**src/rtl/pwm_cfg_pkg.sv**
```systemverilog
// Shared types and helpers for the PWM configuration controller:
// run-state encoding, default widths and the commit-time clamp.
package pwm_cfg_pkg;

    localparam int DEF_W      = 32;
    localparam int DEF_DT_MAX = 255;
    // The clamp helper works at this width; W must not exceed it.
    localparam int CLAMP_W    = 64;

    typedef enum logic [1:0] {
        S_OFF,
        S_START,
        S_RUN,
        S_STOP
    } state_t;

    typedef struct packed {
        logic [CLAMP_W-1:0] period;
        logic [CLAMP_W-1:0] duty;
        logic [CLAMP_W-1:0] dead_time;
        logic               sat;
    } clamp_t;

    // Duty is limited against the already-floored period so the pair stays legal.
    function automatic clamp_t clamp_cfg(
        input logic [CLAMP_W-1:0] period,
        input logic [CLAMP_W-1:0] duty,
        input logic [CLAMP_W-1:0] dead_time,
        input logic [CLAMP_W-1:0] dt_max
    );
        clamp_t r;
        r.period    = (period < CLAMP_W'(2)) ? CLAMP_W'(2) : period;
        r.duty      = (duty > r.period) ? r.period : duty;
        r.dead_time = (dead_time > dt_max) ? dt_max : dead_time;
        r.sat       = (r.period != period) || (r.duty != duty) || (r.dead_time != dead_time);
        return r;
    endfunction

endpackage

```
**src/rtl/pwm_cfg_shadow.sv**
```systemverilog
// Shadow registers, pending flags and the commit/clamp datapath that drives
// the active PWM configuration.
module pwm_cfg_shadow
    import pwm_cfg_pkg::*;
#(
    parameter int W      = DEF_W,
    parameter int DT_MAX = DEF_DT_MAX
) (
    input  logic         clk,
    input  logic         reset,
    input  logic         ctl_acc,
    input  logic [W-1:0] ctl_duty,
    input  logic         host_acc,
    input  logic [W-1:0] host_period,
    input  logic [W-1:0] host_duty,
    input  logic [W-1:0] host_dead_time,
    input  logic         host_enable,
    input  logic         immediate,
    input  logic         boundary,
    output logic         pending,
    output logic         host_pending,
    output logic         shadow_enable,
    output logic         merged_enable,
    output logic [W-1:0] period,
    output logic [W-1:0] duty,
    output logic [W-1:0] dead_time,
    output logic         commit,
    output logic         clamped
);

    logic [W-1:0] sh_period, sh_duty, sh_dead_time;
    logic         sh_enable;
    logic [W-1:0] mg_period, mg_duty, mg_dead_time;
    logic         mg_enable;
    logic [W-1:0] src_period, src_duty, src_dead_time;
    logic         acc_any;
    logic         fire;
    clamp_t       cl;

    assign acc_any       = ctl_acc || host_acc;
    assign shadow_enable = sh_enable;
    assign merged_enable = mg_enable;

    // Shadow as it will look after this cycle's accepts; ctl overrides host duty.
    // NOTE: every output of an always_comb gets a default first so no path infers a latch.
    always_comb begin
        mg_period    = sh_period;
        mg_duty      = sh_duty;
        mg_dead_time = sh_dead_time;
        mg_enable    = sh_enable;
        if (host_acc) begin
            mg_period    = host_period;
            mg_duty      = host_duty;
            mg_dead_time = host_dead_time;
            mg_enable    = host_enable;
        end
        if (ctl_acc) begin
            mg_duty = ctl_duty;
        end
    end

    // When stopped the fresh write commits directly; at a boundary the old shadow does,
    // so a write landing on the boundary edge waits for the next period.
    always_comb begin
        src_period    = immediate ? mg_period    : sh_period;
        src_duty      = immediate ? mg_duty      : sh_duty;
        src_dead_time = immediate ? mg_dead_time : sh_dead_time;
        fire          = immediate ? (acc_any || pending) : boundary;
        cl            = clamp_cfg(CLAMP_W'(src_period), CLAMP_W'(src_duty),
                                  CLAMP_W'(src_dead_time), CLAMP_W'(DT_MAX));
    end

    // NOTE: synchronous reset clears the shadow along with the outputs, so a reset
    // mid-operation discards any queued update instead of committing it later.
    // NOTE: all state uses <= so every flop samples pre-edge values.
    always_ff @(posedge clk) begin
        if (!reset) begin
            sh_period    <= '0;
            sh_duty      <= '0;
            sh_dead_time <= '0;
            sh_enable    <= 1'b0;
            pending      <= 1'b0;
            host_pending <= 1'b0;
            period       <= '0;
            duty         <= '0;
            dead_time    <= '0;
            commit       <= 1'b0;
            clamped      <= 1'b0;
        end else begin
            sh_period    <= mg_period;
            sh_duty      <= mg_duty;
            sh_dead_time <= mg_dead_time;
            sh_enable    <= mg_enable;
            commit       <= fire;

            if (fire) begin
                period    <= W'(cl.period);
                duty      <= W'(cl.duty);
                dead_time <= W'(cl.dead_time);
                if (cl.sat) begin
                    clamped <= 1'b1;
                end
            end

            if (immediate) begin
                pending      <= 1'b0;
                host_pending <= 1'b0;
            end else if (boundary) begin
                pending      <= acc_any;
                host_pending <= host_acc;
            end else begin
                pending      <= pending || acc_any;
                host_pending <= host_pending || host_acc;
            end
        end
    end

endmodule

```
**src/rtl/pwm_cfg_ctrl.sv**
```systemverilog
// PWM configuration controller: arbitrates control-loop and host writes and
// sequences start/stop so config and enable changes land on period boundaries.
module pwm_cfg_ctrl
    import pwm_cfg_pkg::*;
#(
    parameter int W      = DEF_W,
    parameter int DT_MAX = DEF_DT_MAX
) (
    input  logic         clk,
    input  logic         reset,
    input  logic         ctl_valid,
    output logic         ctl_ready,
    input  logic [W-1:0] ctl_duty,
    input  logic         host_valid,
    output logic         host_ready,
    input  logic [W-1:0] host_period,
    input  logic [W-1:0] host_duty,
    input  logic [W-1:0] host_dead_time,
    input  logic         host_enable,
    input  logic         ovf_trigger,
    output logic [W-1:0] period,
    output logic [W-1:0] duty,
    output logic [W-1:0] dead_time,
    output logic         pwm_enable,
    output logic         ovf_trigger_enable,
    output logic         pending,
    output logic         commit,
    output logic         clamped
);

    state_t state_q, state_d;
    logic   ctl_acc, host_acc, acc_any;
    logic   immediate, boundary;
    logic   host_pending, shadow_enable, merged_enable;

    // ctl wins collisions; a queued host config must commit before the next one.
    assign ctl_ready  = (state_q != S_STOP);
    assign host_ready = !ctl_valid && !host_pending && (state_q != S_STOP);
    assign ctl_acc    = ctl_valid && ctl_ready;
    assign host_acc   = host_valid && host_ready;
    assign acc_any    = ctl_acc || host_acc;

    always_comb begin
        state_d   = state_q;
        immediate = 1'b0;
        boundary  = 1'b0;
        unique case (state_q)
            S_OFF: begin
                immediate = 1'b1;
                if ((acc_any || pending) && merged_enable) begin
                    state_d = S_START;
                end
            end
            S_START: begin
                if (ovf_trigger) begin
                    boundary = pending;
                    state_d  = (pending && !shadow_enable) ? S_STOP : S_RUN;
                end
            end
            S_RUN: begin
                if (ovf_trigger && pending) begin
                    boundary = 1'b1;
                    if (!shadow_enable) begin
                        state_d = S_STOP;
                    end
                end
            end
            S_STOP: begin
                if (ovf_trigger) begin
                    state_d = S_OFF;
                end
            end
            default: state_d = S_OFF;
        endcase
    end

    // Enables follow the next state so they rise with a start commit and fall on the draining boundary.
    always_ff @(posedge clk) begin
        if (!reset) begin
            state_q            <= S_OFF;
            pwm_enable         <= 1'b0;
            ovf_trigger_enable <= 1'b0;
        end else begin
            state_q            <= state_d;
            pwm_enable         <= (state_d != S_OFF);
            ovf_trigger_enable <= (state_d != S_OFF);
        end
    end

    pwm_cfg_shadow #(
        .W      (W),
        .DT_MAX (DT_MAX)
    ) u_shadow (
        .clk            (clk),
        .reset          (reset),
        .ctl_acc        (ctl_acc),
        .ctl_duty       (ctl_duty),
        .host_acc       (host_acc),
        .host_period    (host_period),
        .host_duty      (host_duty),
        .host_dead_time (host_dead_time),
        .host_enable    (host_enable),
        .immediate      (immediate),
        .boundary       (boundary),
        .pending        (pending),
        .host_pending   (host_pending),
        .shadow_enable  (shadow_enable),
        .merged_enable  (merged_enable),
        .period         (period),
        .duty           (duty),
        .dead_time      (dead_time),
        .commit         (commit),
        .clamped        (clamped)
    );

endmodule

```
**config.mk**
```make
export PLATFORM = sky130hd
export DESIGN_NAME = pwm_cfg_ctrl
export DESIGN_NICKNAME = d
export VERILOG_FILES = /design/src/rtl/pwm_cfg_pkg.sv /design/src/rtl/pwm_cfg_shadow.sv /design/src/rtl/pwm_cfg_ctrl.sv
export SDC_FILE = /design/constraint.sdc
export NUM_CORES = 1
export LEC_CHECK = 0
export ABC_AREA = 0
export BUFFER_PORTS_ARGS = -buffer_cell sky130_fd_sc_hd__buf_4
export CORE_UTILIZATION = 31
export CTS_CLUSTER_DIAMETER = 200
export CTS_CLUSTER_SIZE = 28
export DETAILED_ROUTE_END_ITERATION = 10
export PLACE_DENSITY_LB_ADDON = 0.15
export SYNTH_ARGS = -nofsm -noshare
export SYNTH_HDL_FRONTEND = slang
export SYNTH_HIERARCHICAL = 1
export SYNTH_SLANG_ARGS = --single-unit
```
**constraint.sdc**
```tcl
create_clock -name clk -period 5.4 [get_ports clk]
set_clock_uncertainty 0.2 [all_clocks]
set_input_delay 0.27 -clock clk [delete_from_list [all_inputs] [get_ports clk]]
set_output_delay 0.27 -clock clk [all_outputs]
set_load 0.03 [all_outputs]
```
==> impl_metrics.yaml <==
critical_path:
  critPathKind: "register to register"
  r2r_slack_ns: 0.54
  timing.rr.start: "state_q[0]$_SDFF_PN0_"
  end_kind: "register"
  startpoint_type: "register"
  path_cells: "ha_1 -> nor3_1 -> and2_4 -> and2_2 -> buf_4 -> mux2i_1 -> ha_1 -> nand4_1 -> nor4_1 -> a21oi_1 -> a21o_1 -> buf_4 -> mux2i_1 -> a22o_1"
  cp_max_fo: 24
  path_delay_family: "simple AND/OR/NAND/NOR gates"
  worstPathRequired_ns: 5.54
  r2r_end: "u_shadow/duty[31]$_SDFFE_PN0P_"
  worstPathArrival_ns: 5.00
  worst-r2r-cell-count: 14
  max_stage_delay_ns: 0.70
  crit_buf_inv: 2
  slowest_stage: "mux2i_1"
sta:
  final.setup.tns_ns: 0
  fin_ws_ns: 0.5408
  min_period_ns: 4.859
  slew_violations: 0
  hold_viol: 0
  fmax_mhz: 205.8
  worst_hold_slack_ns: 0.01615
  tightestPinTransition_ns: 1.133
  period_share: 0.8999
  slew_headroom: 0.2447
  rsz0062_at_grt: "no"
  setup_viol: 0
power_and_ir_drop:
  power.density_nw_per_um2: 304.7
  max-vdd-ir-drop_mv: 0.1995
  power_leakage_nw: 6.126
detailed_routing:
  post_drt_wl_per_cell_um: 19.26
  via_count: 9051
  drtAntennaViolNets: 0
  drc_errors: 17
  drt_pass1_iterations: 8
  viasPerCell: 5.093
  drtIter0Drc: 598
  detail_route.wirelength_mm: 34.22
placed_design:
  port_buffers: 236
  dp_hpwl_mm: 24.39
  dpl.cell_count: 1617
  dp_slack_ns: 0.5818
  gp_congestion: 0.8744
final_layout:
  drive_above_1_share: 0.2319
  nFillCells: 3025
  seq_area_um2: 4004
  nets: 1537
  layout.cells.non_filler: 1777
  multi_input_area_um2: 5290
  area_growth_pct: 41.78
global_route:
  grt_pass1_wl_mm: 52.84
  first_global_vias: 9016
  grt_max_degree: 92
  gr-total-overflow: 0
  antenna_found_initial: 2
  grt_usage: 0.2108
die:
  initial_core_util: 0.3173
  pin_count: 237
  die_w_um: 179.6
  dieArea_um2: 32270
  die_h_um: 179.6
  rows: 64
  core_um2: 30830
clock_tree:
  cts_buffers: 17
  worstSkewPairLatency_ns: 0.44
  clockBufferDepth: 2
  cts_hold_buf: 126
  cts-root-buf: "clkbuf_16"
  ctsResizeCount: 0
  htreeDepth: 4
  cts_tree: "built"
  clk_pin_slew_worst_paths_ns: 0.08
  cts.sinks: 200
  post_cts_buffers: 0
synthesis:
  ys_seq_area_frac: 0.4093
  synth.avg_cell_area_um2: 9.553
  synth_cells: 1024
  yosysMostFrequentCell: "dfxtp_1"
  synth_top_area_frac: 0.4093
  synth-edff-count: 0
  async_flop_share: 0
  synth_common_cells: "dfxtp_1 (200), mux2i_1 (162), nor2_1 (112), a21oi_1 (55), a22o_1 (49)"
  synth.area.top_cells: "dfxtp_1 (41%), mux2i_1 (17%), ha_1 (4.6%)"
  synth.largest_area_cell: "dfxtp_1"
  netlist_area_um2: 9782
  ys_ff_latch: 200
  synth.distinct_cells: 54
  synthFlopType: "dfxtp_1"
  yosysWarnings: 6
  syn_nets: 1194
outcome:
  violations: "design-rule violations"
  status: "finished, violations left"
worst_hold_path:
  min_to: "u_shadow/sh_duty[19]$_SDFF_PN0_"
  hold_depth: 3
  hp-start: "host_duty[19]"
  hold_class: "primary input to register"
run:
  max-cap-violations: 0
==> tightest hold or removal path, delay by kind of cell <==
kind / cells / cell delay [ns]
AO/OA/AOI/OAI: 1 / 0.09
buffers and inverters: 1 / 0.12
multiplexers: 1 / 0.13
==> sequential cells by signal (all words and copies together), names as in the netlist <==
| name | cells |
|---|---|
| u_shadow/sh_dead_time | 32 |
| u_shadow/pending | 1 |
| u_shadow/dead_time | 32 |
| u_shadow/period | 32 |
| ovf_trigger_enable | 1 |
| u_shadow/duty | 32 |
| u_shadow/sh_period | 32 |
| u_shadow/commit | 1 |
| u_shadow/host_pending | 1 |
| u_shadow/sh_duty | 32 |
| state_q | 2 |
| u_shadow/clamped | 1 |
| u_shadow/shadow_enable | 1 |
==> cell type report <==
type / instances / share of cell area
multi-input cells: 707 / 0.3815
flip-flops and latches: 200 / 0.2887
repair buffers: 399 / 0.2389
well taps: 396 / 0.03573
clock buffers: 17 / 0.03067
clock inverters: 15 / 0.01290
inverters: 42 / 0.01146
diodes: 1 / 0.0001804
==> metal layers <==
layer,routed length [µm],GRT usage,share of wire
met1,15670,0.2780,0.46
met2,16120,0.3495,0.47
met3,1741,0.04214,0.051
met4,675,0.05655,0.020
met5,13,0,0.00038
==> layout by cell type, fill, tap and decap left out, types with 24 or more instances in the layout <==
| cell type | synthesis | layout |
|---|---|---|
| a22o_1 | 49 | 49 |
| dfxtp_1 | 200 | 200 |
| nor2_1 | 112 | 111 |
| inv_1 | 40 | 40 |
| buf_4 | 10 | 272 |
| nor4_1 | 32 | 32 |
| o21ai_0 | 38 | 38 |
| dlygate4sd3_1 | 0 | 127 |
| a211oi_1 | 40 | 40 |
| a21oi_1 | 55 | 55 |
| mux2i_1 | 162 | 162 |
| and3_1 | 24 | 24 |
| ha_1 | 36 | 36 |
==> kinds of logic (layout without fill, tap and decap cells) <==
family | after synthesis | after routing | share of synthesized area
compound gates | 251 | 251 | 0.1816
xor+xnor | 29 | 29 | 0.02597
fa+ha+maj | 36 | 36 | 0.04605
buf+inv | 117 | 473 | 0.05180
flops | 200 | 200 | 0.4093
mux | 167 | 167 | 0.1741
other cells | 0 | 1 | 0
simple gates | 224 | 224 | 0.1112
==> per-stage QoR <==
| stage | utilization | area (µm²) | power [mW] |
|---|---|---|---|
| after floorplan | - | 9782 | 2.429 |
| after global placement | 0.3889 | 11990 | 2.859 |
| after detailed placement | 0.3889 | 11990 | 2.866 |
| after CTS | 0.4494 | 13860 | 4.259 |
| after global routing | 0.4498 | 13870 | 4.439 |
| final | 0.4498 | 13870 | 4.226 |
==> power breakdown <==
part	internal [mW]	switching (mW)	leakage (nW)	total, mW
Combinational	0.540	0.710	4.20	1.25
Sequential	1.59	0.0745	1.64	1.66
Clock	0.628	0.683	0.285	1.31
==> worst max-delay path by stage <==
stage	start	depth (start not counted)	slack, ns	end
after floorplan	state_q[0]$_SDFF_PN0_	21	0.67	u_shadow/duty[13]$_SDFFE_PN0P_
after global placement	state_q[1]$_SDFF_PN0_	16	0.60	u_shadow/duty[31]$_SDFFE_PN0P_
after detailed placement	state_q[0]$_SDFF_PN0_	14	0.58	u_shadow/duty[11]$_SDFFE_PN0P_
after CTS	state_q[0]$_SDFF_PN0_	14	0.57	u_shadow/duty[11]$_SDFFE_PN0P_
after global routing	state_q[1]$_SDFF_PN0_	17	0.15	u_shadow/duty[11]$_SDFFE_PN0P_
final	state_q[0]$_SDFF_PN0_	14	0.54	u_shadow/duty[31]$_SDFFE_PN0P_
No activity file was read; power rests on OpenSTA's default activity.
